**src/rtl/riscv_pkg.sv**
```systemverilog
// -----------------------------------------------------------------------------
// riscv_pkg
// Shared definitions for the load/store unit: RV32I load/store funct3
// encodings, the datapath width and the LSU state encoding.
// -----------------------------------------------------------------------------
package riscv_pkg;

    localparam int XLEN = 32;

    // RV32I load/store width encodings (funct3 field)
    localparam logic [2:0] F3_B  = 3'b000;
    localparam logic [2:0] F3_H  = 3'b001;
    localparam logic [2:0] F3_W  = 3'b010;
    localparam logic [2:0] F3_BU = 3'b100;
    localparam logic [2:0] F3_HU = 3'b101;

    typedef enum logic [1:0] {
        IDLE  = 2'd0,
        REQ   = 2'd1,
        WAIT  = 2'd2,
        FAULT = 2'd3
    } lsu_state_t;

endpackage

```
**src/rtl/lsu_align.sv**
```systemverilog
// -----------------------------------------------------------------------------
// lsu_align
// Purely combinational lane logic for the load/store unit.
//   funct3, offset (addr[1:0]), store  -> byte enables, misaligned flag
//   wdata                              -> store data replicated into lanes
//   rdata                              -> load result shifted down and
//                                         sign/zero-extended
// Ports:
//   store       in   1 = store, 0 = load
//   funct3      in   RV32I width encoding
//   offset      in   byte offset within the word
//   wdata       in   raw store data (rs2)
//   rdata       in   raw word from data memory
//   be          out  byte enables
//   lane_wdata  out  store data placed on the correct lanes
//   rdata_ext   out  extracted, extended load data
//   misaligned  out  access misaligned or funct3 undefined
// -----------------------------------------------------------------------------
module lsu_align
    import riscv_pkg::*;
#(
    parameter int XLEN = 32
) (
    input  logic            store,
    input  logic [2:0]      funct3,
    input  logic [1:0]      offset,
    input  logic [XLEN-1:0] wdata,
    input  logic [XLEN-1:0] rdata,
    output logic [3:0]      be,
    output logic [XLEN-1:0] lane_wdata,
    output logic [XLEN-1:0] rdata_ext,
    output logic            misaligned
);

    logic [XLEN-1:0] shifted;

    // Bring the addressed byte/halfword down to bit 0.
    assign shifted = rdata >> {offset, 3'b000};

    always_comb begin
        // NOTE: every output gets a default first so no path leaves it unassigned (no latches).
        be         = 4'b0000;
        lane_wdata = wdata;
        rdata_ext  = '0;
        misaligned = 1'b0;
        case (funct3)
            F3_B, F3_BU: begin
                be         = 4'b0001 << offset;
                lane_wdata = {4{wdata[7:0]}};
                rdata_ext  = (funct3 == F3_B) ? {{24{shifted[7]}}, shifted[7:0]}
                                              : {24'd0, shifted[7:0]};
            end
            F3_H, F3_HU: begin
                be         = 4'b0011 << offset;
                lane_wdata = {2{wdata[15:0]}};
                rdata_ext  = (funct3 == F3_H) ? {{16{shifted[15]}}, shifted[15:0]}
                                              : {16'd0, shifted[15:0]};
                misaligned = offset[0];
            end
            F3_W: begin
                be         = 4'b1111;
                rdata_ext  = shifted;
                misaligned = (offset != 2'b00);
            end
            default: misaligned = 1'b1;
        endcase
        // Unsigned widths exist only for loads; a store with them is undefined.
        if (store && funct3[2])
            misaligned = 1'b1;
    end

endmodule

```
**src/rtl/load_store_unit.sv**
```systemverilog
// -----------------------------------------------------------------------------
// load_store_unit
// Memory stage: takes the ALU result as effective address and rs2 as store
// data, issues one outstanding data-memory request at a time and returns the
// aligned/extended load result. Misaligned or undefined accesses complete as a
// one-cycle fault without touching memory.
// Ports:
//   clk, reset         clock, synchronous active-high reset
//   in_valid/in_ready  op handshake from EX (ready only in IDLE)
//   in_store, in_funct3, in_addr, in_wdata   op description
//   mem_req/mem_gnt    request handshake to data memory
//   mem_we, mem_addr, mem_be, mem_wdata      request payload (word address)
//   mem_rvalid, mem_rdata                    memory response
//   out_valid          one-cycle completion pulse
//   out_rdata          load result (0 for stores and faults)
//   out_misaligned     completion is a misaligned-access fault
// -----------------------------------------------------------------------------
module load_store_unit
    import riscv_pkg::*;
#(
    parameter int XLEN = 32
) (
    input  logic            clk,
    input  logic            reset,
    input  logic            in_valid,
    output logic            in_ready,
    input  logic            in_store,
    input  logic [2:0]      in_funct3,
    input  logic [XLEN-1:0] in_addr,
    input  logic [XLEN-1:0] in_wdata,
    output logic            mem_req,
    input  logic            mem_gnt,
    output logic            mem_we,
    output logic [XLEN-1:0] mem_addr,
    output logic [3:0]      mem_be,
    output logic [XLEN-1:0] mem_wdata,
    input  logic            mem_rvalid,
    input  logic [XLEN-1:0] mem_rdata,
    output logic            out_valid,
    output logic [XLEN-1:0] out_rdata,
    output logic            out_misaligned
);

    lsu_state_t  state;
    logic        store_q;
    logic [2:0]  funct3_q;
    logic [1:0]  offset_q;

    logic        al_store;
    logic [2:0]  al_funct3;
    logic [1:0]  al_offset;
    logic [3:0]  al_be;
    logic [XLEN-1:0] al_wdata;
    logic [XLEN-1:0] al_rdata;
    logic        al_misaligned;

    // Out_valid does not gate acceptance: a new op may enter on the completion cycle.
    assign in_ready = (state == IDLE);

    // The aligner is shared: in IDLE it decodes the incoming op, afterwards it
    // works from the captured op to extract the load response.
    assign al_store  = (state == IDLE) ? in_store     : store_q;
    assign al_funct3 = (state == IDLE) ? in_funct3    : funct3_q;
    assign al_offset = (state == IDLE) ? in_addr[1:0] : offset_q;

    lsu_align #(.XLEN(XLEN)) u_align (
        .store      (al_store),
        .funct3     (al_funct3),
        .offset     (al_offset),
        .wdata      (in_wdata),
        .rdata      (mem_rdata),
        .be         (al_be),
        .lane_wdata (al_wdata),
        .rdata_ext  (al_rdata),
        .misaligned (al_misaligned)
    );

    // NOTE: sequential state uses non-blocking assignments only, so every register samples pre-edge values.
    always_ff @(posedge clk) begin
        if (reset) begin
            state          <= IDLE;
            store_q        <= 1'b0;
            funct3_q       <= 3'b000;
            offset_q       <= 2'b00;
            mem_req        <= 1'b0;
            mem_we         <= 1'b0;
            mem_addr       <= '0;
            mem_be         <= 4'b0000;
            mem_wdata      <= '0;
            out_valid      <= 1'b0;
            out_rdata      <= '0;
            out_misaligned <= 1'b0;
        end else begin
            out_valid      <= 1'b0;
            out_misaligned <= 1'b0;
            case (state)
                IDLE: begin
                    if (in_valid) begin
                        store_q  <= in_store;
                        funct3_q <= in_funct3;
                        offset_q <= in_addr[1:0];
                        if (al_misaligned) begin
                            state          <= FAULT;
                            out_valid      <= 1'b1;
                            out_misaligned <= 1'b1;
                            out_rdata      <= '0;
                        end else begin
                            state     <= REQ;
                            mem_req   <= 1'b1;
                            mem_we    <= in_store;
                            mem_addr  <= {in_addr[XLEN-1:2], 2'b00};
                            mem_be    <= al_be;
                            mem_wdata <= al_wdata;
                        end
                    end
                end
                REQ: begin
                    // Payload registers stay untouched until the grant.
                    if (mem_gnt) begin
                        mem_req <= 1'b0;
                        state   <= WAIT;
                    end
                end
                WAIT: begin
                    if (mem_rvalid) begin
                        state     <= IDLE;
                        out_valid <= 1'b1;
                        out_rdata <= store_q ? '0 : al_rdata;
                    end
                end
                FAULT: state <= IDLE;
                default: state <= IDLE;
            endcase
        end
    end

endmodule

```
**config.mk**
```make
export PLATFORM = sky130hd
export DESIGN_NAME = load_store_unit
export DESIGN_NICKNAME = d
export VERILOG_FILES = /design/src/rtl/riscv_pkg.sv /design/src/rtl/lsu_align.sv /design/src/rtl/load_store_unit.sv
export SDC_FILE = /design/constraint.sdc
export NUM_CORES = 1
export LEC_CHECK = 0
export ABC_AREA = 1
export CAP_MARGIN = 20
export CORE_UTILIZATION = 44
export CTS_CLUSTER_SIZE = 14
export DETAILED_ROUTE_END_ITERATION = 7
export GPL_ROUTABILITY_DRIVEN = 0
export PLACE_DENSITY = 0.8
export SLEW_MARGIN = 20
export SYNTH_ARGS = -nofsm -noshare
export SYNTH_HDL_FRONTEND = slang
export SYNTH_SLANG_ARGS = --single-unit
```
**constraint.sdc**
```tcl
create_clock -name clk -period 2.1 [get_ports clk]
set_input_delay 0.525 -clock clk [delete_from_list [all_inputs] [get_ports clk]]
set_output_delay 0.525 -clock clk [all_outputs]
set_load 0.005 [all_outputs]
```
Word level (Yosys, flattened, before mapping)
Cells that the tools add are included.

Register bits: 110. Input bits: 105. Output and inout port bits: 105. Logic and storage cells: 71.

Equality and inequality tests: 12. Shift operators: 3. Muxes and demuxes: 28. Bitwise gates (word level): 2. Reductions and logical operators: 14.

Operators with widths (count): $mux W32 (6); $pmux W32 S2 (2); $pmux W32 S3 (1); $shr A32 B5 Y32 (1); $pmux W4 S3 (1); $mux W2 (5); $mux W1 (8); $ne A2 B2 Y1 const B (4); $pmux W2 S4 (1); $reduce_and A4 Y1 (2); $eq A3 B3 Y1 const B (2); $reduce_and A3 Y1 (2); $reduce_bool A2 Y1 (3); $reduce_or A2 Y1 (3); $eq A2 B2 Y1 const B (2); $pmux W1 S2 (2); $shl A1 B2 Y4 const A (1); $shl A2 B2 Y4 const A (1); $eq A3 B1 Y1 const B (1); $eq A3 B2 Y1 const B (1); $logic_not A3 Y1 (1); $mux W3 (1); $pmux W1 S3 (1); $eq A2 B1 Y1 const B (1); other kinds (5) (6).

Longest topological paths before layout
Gate-level depths: netlist (run 1).

Word-level depth: 9. Gate-level depth with buffers: 14. Mapped depth without buffers: 13.

Cells and area by module
Synthesis (run 1) repeated with hierarchy kept, for this count alone.

Cells, all modules: 829. Area, all modules: 5632.9 um2.

Modules (own cells, without submodules): load_store_unit (instances 1, cells an instance 540, area an instance 4224.1 um2); lsu_align (instances 1, cells an instance 289, area an instance 1408.9 um2).

Worst setup path before layout (run 1)
OpenSTA, ideal clock, no wires.

Path kind: reg-to-reg. Start: register state[0]. End: register mem_be[2]. Library setup time: 0.117 ns. Arrival time: 1.691 ns. Setup slack: 0.292 ns. Cell stages (with the launch flop): 13. Buffers on the path: 3. Clock period less this slack: 1.808 ns. Cell sequence: dfxtp_1 > nor2_4 > buf_6 > nand2_2 > nand2_4 > nor2_4 > nand2_1 > a21oi_2 > nand3_2 > buf_2 > buf_2 > nor3_1 > nor2_1.

Word-level cells in the longest chain between the ends: 8. Elaborated cells on any way between the ends: 20. Those cells by class: eq/ne (4); shift (2); mux (6); bitwise (1); reduce/logical (7).

RTL lines: from (decl) (RTL line load_store_unit.sv:44) `lsu_state_t state;`; from (signal assigned) (RTL line load_store_unit.sv:81) `state <= IDLE;`; from (signal assigned) (RTL line load_store_unit.sv:103) `state <= FAULT;`; from (signal assigned) (RTL line load_store_unit.sv:108) `state <= REQ;`; $logic_not A2 Y1 *; via in_ready (RTL line load_store_unit.sv:26) `output logic in_ready,`; $mux W3 (RTL line load_store_unit.sv:63) `assign al_funct3 = (state == IDLE) ? in_funct3 : funct3_q;`; $eq A3 B3 Y1 (tied with other cells) (RTL line lsu_align.sv:46) `case (funct3)`; $reduce_or A2 Y1 (RTL line lsu_align.sv:46); $pmux W1 S3 (RTL line lsu_align.sv:46); $mux W1 (RTL line lsu_align.sv:68) `if (store && funct3[2])`; $not A1 Y1 (no line); $reduce_and A3 Y1 (no line); to (signal assigned) (RTL line load_store_unit.sv:112) `mem_be <= al_be;`; to (decl) (RTL line load_store_unit.sv:35) `output logic [3:0] mem_be,`.

Mark *: on every way through the listed nets, which the timed path passes. The rest lies on a longest branch. A chain may end at the register's enable or synchronous reset.

Worst setup path in the final report (run 1)
Start: register state[0]. End: output port in_ready.

Word-level cells in the longest chain between the ends: 1.

RTL lines: $logic_not A2 Y1 (RTL line load_store_unit.sv:58) `assign in_ready = (state == IDLE);`; to (decl) (RTL line load_store_unit.sv:26).

Every way passes these cells.

==> metrics.md, run 1 <==
| Metric | Value |
|---|---|
| Antenna diode count | 0 |
| Top delay family on crit path | buffers and inverters |
| Critical R2R Launch | state[1] |
| Sw frac | 0.346 |
| Length in cells of the worst reg-to-reg path | 11 |
| Hold WC Path Type | reg -> reg |
| Reg2Reg Setup Slack | 0.07 ns |
| Commonest non-fill, non-tap cell in the layout | nor2_1 |
| Gr usage total | 0.269 |
| Most frequent cells in the layout | nor2_1, clkdlybuf4s50_1, nand2_1, dfxtp_1, o21ai_0 |
| Vias post-DR | 6298 |
| Initial Util | 0.454 |
| Drt total wl | 18100 µm |
| Post-Syn Area | 0.00548 mm² |
| Net switching power | 2.64 mW |
| Initial antenna violation count | 0 |
| Worst Skew | 0.0131 ns |
| Cell chosen for the clock root | clkbuf_16 |
| Slowest Stage Delay on Critical Path | 0.50 ns |
| Vias in the first global route | 5558 |
| Final hold violations | 0 |
| Hpwl dp | 12700 µm |
| DRC viols | 0 |
| Antenna viol nets, final | 0 |
| Seq/Total Area, Yosys | 0.402 |
| DIE WIDTH | 114 µm |
| Fin nets | 1179 |
| Async set-reset flop share out of synthesis | 0 |
| WS Path Type | reg -> out |
| Critical-path top delay cell | clkdlybuf4s50_1 |
| Clk_lat worst skew | 0.36 ns |
| Max Root-Sink Buffers | 2 |
| H-tree levels | 3 |
| TritonCTS clock tree | done |
| Pwr Density | 892 mW/mm² |
| Peak fanout along the critical path | 10 |
| Initial DRC count | 542 |
| Final setup violation count | 0 |
| Area Overhead vs Synth | 56.2% |
| CTS Buf Count | 9 |
| WHS Endpoint | mem_be[1] |
| Post-detailed-route wirelength per cell | 14.5 µm |
| Seq cells post-synth | 110 |
| Ports | 210 |
| Total of max-cap violations | 0 |
| Maximum vdd drop | 0.456 mV |
| Int Pwr | 5.00 mW |
| Core area | 0.0121 mm² |
| CTS Hold Bufs | 0 |
| Main synth FF type | dfxtp_1 |
| Avg Cell Area, Syn | 6.50 µm² |
| # rows | 40 |
| Reg-to-Reg End | mem_wdata[1] |
| Drt first pass iters | 6 |
| Syn Inst Count | 843 |
| Final min period | 2.06 ns |
| Final period util | 0.981 |
| EDFF count, synth | 0 |
| Die height | 114 µm |
| Ys Warns | 0 |
| Clock-pin slew on the worst setup and hold paths | 0.08 ns |
| CP Capture Type | primary output |
| Status | completed |
| CP Cell Sequence | nor2_4, buf_8, clkdlybuf4s50_1 |
| Sink Count | 110 |
| Slew Viols, Final | 0 |
| Design Area, Final | 0.00856 mm² |
| Combinational Power Share | 0.434 |
| Leakage | 3.62 nW |
| Max Fclk | 0.485 GHz |
| PortBufs | 207 |
| Placed cell areas | 0.00807 mm² |
| Dpl cells | 1220 |
| CP Launch Type | flip-flop |
| CP bufs+invs | 2 |
| Synth cell types | 33 |
| Grt ovf | 0 |
| Clock power frac | 0.235 |
| RSZ-0062 raised after global routing | true |
| Drt via density | 5.05 |
| Largest net degree at the start of global routing | 74 |
| Worst EP arrival | 1.54 ns |
| Post-Layout Cell Count | 1247 |
| Hold depth | 2 |
| HP Start | mem_be[1] |
| Die ar. | 0.0129 mm² |
| CP required | 1.57 ns |
| Sequential fraction of design power | 0.331 |
| Layout cell share with drive strength beyond 1 | 0.107 |
| Wire length of the first global-routing pass | 27500 µm |
## how the worst max path moves through the flow
stage                       from       endpoint  slack (ns)  cells past startpoint
floorplan               state[0]      mem_be[2]        0.29                     12
global placement    in_funct3[1]  mem_wdata[26]       -0.34                     11
detailed placement  in_funct3[1]  out_rdata[24]       -0.42                     12
CTS                     state[0]       in_ready       -0.02                      3
global route        in_funct3[1]   mem_wdata[1]       -0.06                     13
finish                  state[0]       in_ready        0.04                      3
## logic make-up (layout without fill, tap and decap cells)
logic type,Yosys count,in the layout,synth area share
and+or+nand+nor,470,470,0.355
AOI/OAI and AO/OA,155,155,0.155
other,1,2,0.000684
buffers and inverters,107,342,0.0865
DFF,110,110,0.402
## per-stage QoR
step,utilization,setup WS [ns],TNS [ns],power (mW),hold slack (ns)
floorplan,-,0.292,0,4.13,0.440
global placement,0.669,-0.345,-31.43,5.60,0.449
detailed placement,0.669,-0.420,-36.34,5.64,0.454
CTS,0.696,-0.0231,-0.0231,7.43,0.465
global route,0.710,-0.0566,-0.265,8.10,0.480
finish,0.710,0.0395,0,7.63,0.462
## power groups by stage
stage          combinational (mW)  clock, mW  sequential (mW)
2_1_floorplan                1.54          0             2.59
3_3_place_gp                 3.04          0             2.56
3_5_place_dp                 3.07          0             2.57
4_1_cts                      3.09       1.81             2.52
6_report                     3.31       1.80             2.53
5_1_grt                      3.63       1.91             2.56
## registers in the layout, summed over array words and instances, names as in the netlist
signal	count
mem_addr	30
mem_we	1
funct3_q	3
out_valid	1
out_rdata	32
mem_be	4
out_misaligned	1
mem_wdata	32
store_q	1
mem_req	1
state	2
offset_q	2
## Yosys cell counts (2+ instances only)
master    number  area [µm²]
a21oi_1       24         120
nand3_4        2        35.0
o21ai_0       98         490
buf_6          4        45.0
nor3_1         3        15.0
a21boi_0       6        45.0
nand3_2        2        20.0
o211ai_1       9        67.6
nor2_4         3        33.8
buf_2         21         105
dfxtp_1      110        2200
inv_1         46         173
o21ai_1        5        25.0
clkinv_1       2        7.51
nand3_1       33         165
nand2_2        6        37.5
nand2_1      177         664
clkbuf_1      25        93.8
buf_4          4        30.0
nand4_1       16         100
or2_2          3        18.8
a21boi_1      10        75.1
inv_2          3        11.3
nor2_1       222         833
## per-layer routing
metal / up-vias / wire (µm) / global-route usage / part of all wire
met5: - / 0 / 0 / 0
met4: 0 / 512 / 0.108 / 0.028
met3: 36 / 1360 / 0.0478 / 0.075
met2: 284 / 8700 / 0.460 / 0.48
met1: 2824 / 7500 / 0.336 / 0.42
li1: 3154 / - / - / -
## worst register-to-register path, delay by kind of cell, from the launching register on
| kind | cells | cell delay (ns) |
|---|---|---|
| buf+inv | 2 | 0.28 |
| flops | 1 | 0.35 |
| simple gates | 8 | 1.00 |
| compound gates | 1 | 0.32 |
## timing repair
action / 4_1_cts / 5_1_grt
pin swaps: 0 / 3
resized for setup: 2 / 23
setup endpoints to repair: 29 / 99
setup buffers: 0 / 7
cloned: 0 / 4
## area by class of cell
class                      instances  area [µm²]
clock buffer                      12         256
clock inverter                     4        52.6
fill                            1010        3500
inverter                          52         198
multi-input combinational        627        2840
sequential                       110        2200
tap                              168         210
timing repair buffer             274        2800
(Power assumes the default switching activity.)
==> inputs of run 2 (changes only) <==
--- a/config.mk
+++ b/config.mk
@@ -6,12 +6,14 @@
 export NUM_CORES = 1
 export LEC_CHECK = 0
 export ABC_AREA = 1
+export ABC_CLOCK_PERIOD_IN_PS = 2100
 export CAP_MARGIN = 20
+export CORE_MARGIN = 5
 export CORE_UTILIZATION = 44
 export CTS_CLUSTER_SIZE = 14
 export DETAILED_ROUTE_END_ITERATION = 7
 export GPL_ROUTABILITY_DRIVEN = 0
-export PLACE_DENSITY = 0.8
+export PLACE_DENSITY = 0.89
 export SLEW_MARGIN = 20
 export SYNTH_ARGS = -nofsm -noshare
 export SYNTH_HDL_FRONTEND = slang
==> metrics.md, run 2 (synthesis gave the netlist of run 1 again) <==
| Metric | Value |
|---|---|
| Status | completed |
| Combinational Power Share | 0.427 |
| Initial DRC count | 579 |
| Hold_ws | 0.463 ns |
| Largest net degree at the start of global routing | 74 |
| Leakage | 3.55 nW |
| Vias post-DR | 6268 |
| Slew Viols, Final | 0 |
| Vias in the first global route | 5782 |
| Worst Skew | 0.00600 ns |
| Grt ovf | 0 |
| Final core occ | 0.696 |
| Hpwl dp | 13900 µm |
| Setup WS pre-CTS | -0.373 ns |
| Final hold violations | 0 |
| Total of max-cap violations | 0 |
| Maximum vdd drop | 0.425 mV |
| Final setup violation count | 0 |
| Sw frac | 0.349 |
| Initial Util | 0.452 |
| Antenna diode count | 0 |
| Max Root-Sink Buffers | 2 |
| Reg2Reg Setup Slack | 0.03 ns |
| Final period util | 0.986 |
| Final setup margin | 0.0293 ns |
| Hold depth | 2 |
| Post-detailed-route wirelength per cell | 14.9 µm |
| Peak fanout along the critical path | 10 |
| Area Overhead vs Synth | 53.7% |
| Fillers | 950 |
| Worst EP arrival | 2.31 ns |
| Sink Count | 110 |
| Final min period | 2.07 ns |
| Top Registers | mem_wdata: 32 flops, out_rdata: 32 flops, mem_addr: 30 flops |
| Initial antenna violation count | 0 |
| TritonCTS clock tree | done |
| Core area | 0.0121 mm² |
| PortBufs | 207 |
| Clock-pin slew on the worst setup and hold paths | 0.07 ns |
| Wire length of the first global-routing pass | 28900 µm |
| Clk_lat worst skew | 0.35 ns |
| CP required | 2.34 ns |
| Post-Layout Cell Count | 1235 |
| Antenna viol nets, final | 0 |
| CP Launch Type | flip-flop |
| Max Fclk | 0.483 GHz |
| Layout cell share with drive strength beyond 1 | 0.0937 |
| Fin nets | 1167 |
| H-tree levels | 3 |
| Commonest non-fill, non-tap cell in the layout | nor2_1 |
| DIE WIDTH | 122 µm |
| DRC viols | 0 |
| Length in cells of the worst reg-to-reg path | 13 |
| Drt via density | 5.08 |
| CTS Buf Count | 9 |
| Gr usage total | 0.244 |
| Hold WC Path Type | reg -> reg |
| Drt first pass iters | 5 |
| Die height | 122 µm |
| Drt total wl | 18400 µm |
| # rows | 40 |
| WS Path Type | reg -> reg |
| CTS Hold Bufs | 0 |
| Clock power frac | 0.234 |
| Pwr Density | 886 mW/mm² |
| Sequential Area | 0.00220 mm² |
| Net switching power | 2.61 mW |
| CP Capture Type | flip-flop |
| Dpl cells | 1215 |
| Most frequent cells in the layout | nor2_1, clkdlybuf4s50_1, nand2_1, dfxtp_1, o21ai_0 |
| Ports | 210 |
| Sequential fraction of design power | 0.339 |
| Int Pwr | 4.85 mW |
| Multi-input gate area | 0.00282 mm² |
| Die ar. | 0.0148 mm² |
| Cell chosen for the clock root | clkbuf_16 |
run 2: cell types whose count changed in the layout (fill, tap and decap cells not counted), moves of 2 or more:
cell / previous run / this run
inv_6: 1 / 3
o21ai_0: 87 / 94
o21ai_1: 14 / 8
buf_4: 46 / 37
clkbuf_8: 2 / 0
nand2_2: 7 / 9
run 2: path summary, 6_finish.rpt:
check	start	endpoint
hold / removal	offset_q[1]	offset_q[1]
hold reg to reg	offset_q[1]	offset_q[1]
setup / recovery	state[0]	mem_wdata[15]
setup reg to reg	state[0]	mem_wdata[15]
run 2: critical path, cell delays in order, from the launching register on:
cell and delay, ns:
dfxtp_1 0.35, nor2_4 0.23, buf_6 0.16, nand2_1 0.06
nand2_2 0.12, nand3_1 0.16, nand2_2 0.14, inv_2 0.05
nand3_4 0.12, nor2_4 0.07, buf_4 0.16, buf_12 0.14
o21ai_0 0.14, nor2_1 0.06
run 2: layout make-up:
type | count | share of cell area
Tap cell | 168 | 0.0250
Timing Repair Buffer | 262 | 0.320
Multi-Input combinational cell | 627 | 0.335
Sequential cell | 110 | 0.261
Clock buffer | 10 | 0.0272
Inverter | 52 | 0.0235
Clock inverter | 6 | 0.00787
run 2: per-layer routing:
metal,vias up,track usage,share of wire
li1,3135,-,-
met1,2794,0.297,0.41
met2,286,0.414,0.47
met3,53,0.0534,0.086
met4,0,0.104,0.034
met5,-,0,0
run 2: repair_timing:
action                     CTS  global route
buffers inserted             0             3
resized for setup            1            10
cloned                       0             1
setup endpoints to repair    6            70
pin swaps                    0             3
hold endpoints to repair     0             0
run 2: per-stage QoR:
stage / total power, mW / area, µm² / setup TNS [ns]
after global placement: 5.58 / 8050 / -21.61
after detailed placement: 5.65 / 8050 / -29.43
after CTS: 7.40 / 8350 / 0
after floorplan: 4.13 / 5480 / 0
after global routing: 7.91 / 8420 / -1.18
final: 7.46 / 8420 / 0
run 2: power by group through the flow:
stage	sequential [mW]	clock [mW]	combinational [mW]
final	2.53	1.74	3.19
after global routing	2.57	1.84	3.50
after CTS	2.53	1.77	3.10
after detailed placement	2.58	0	3.07
after global placement	2.57	0	3.01
after floorplan	2.59	0	1.54
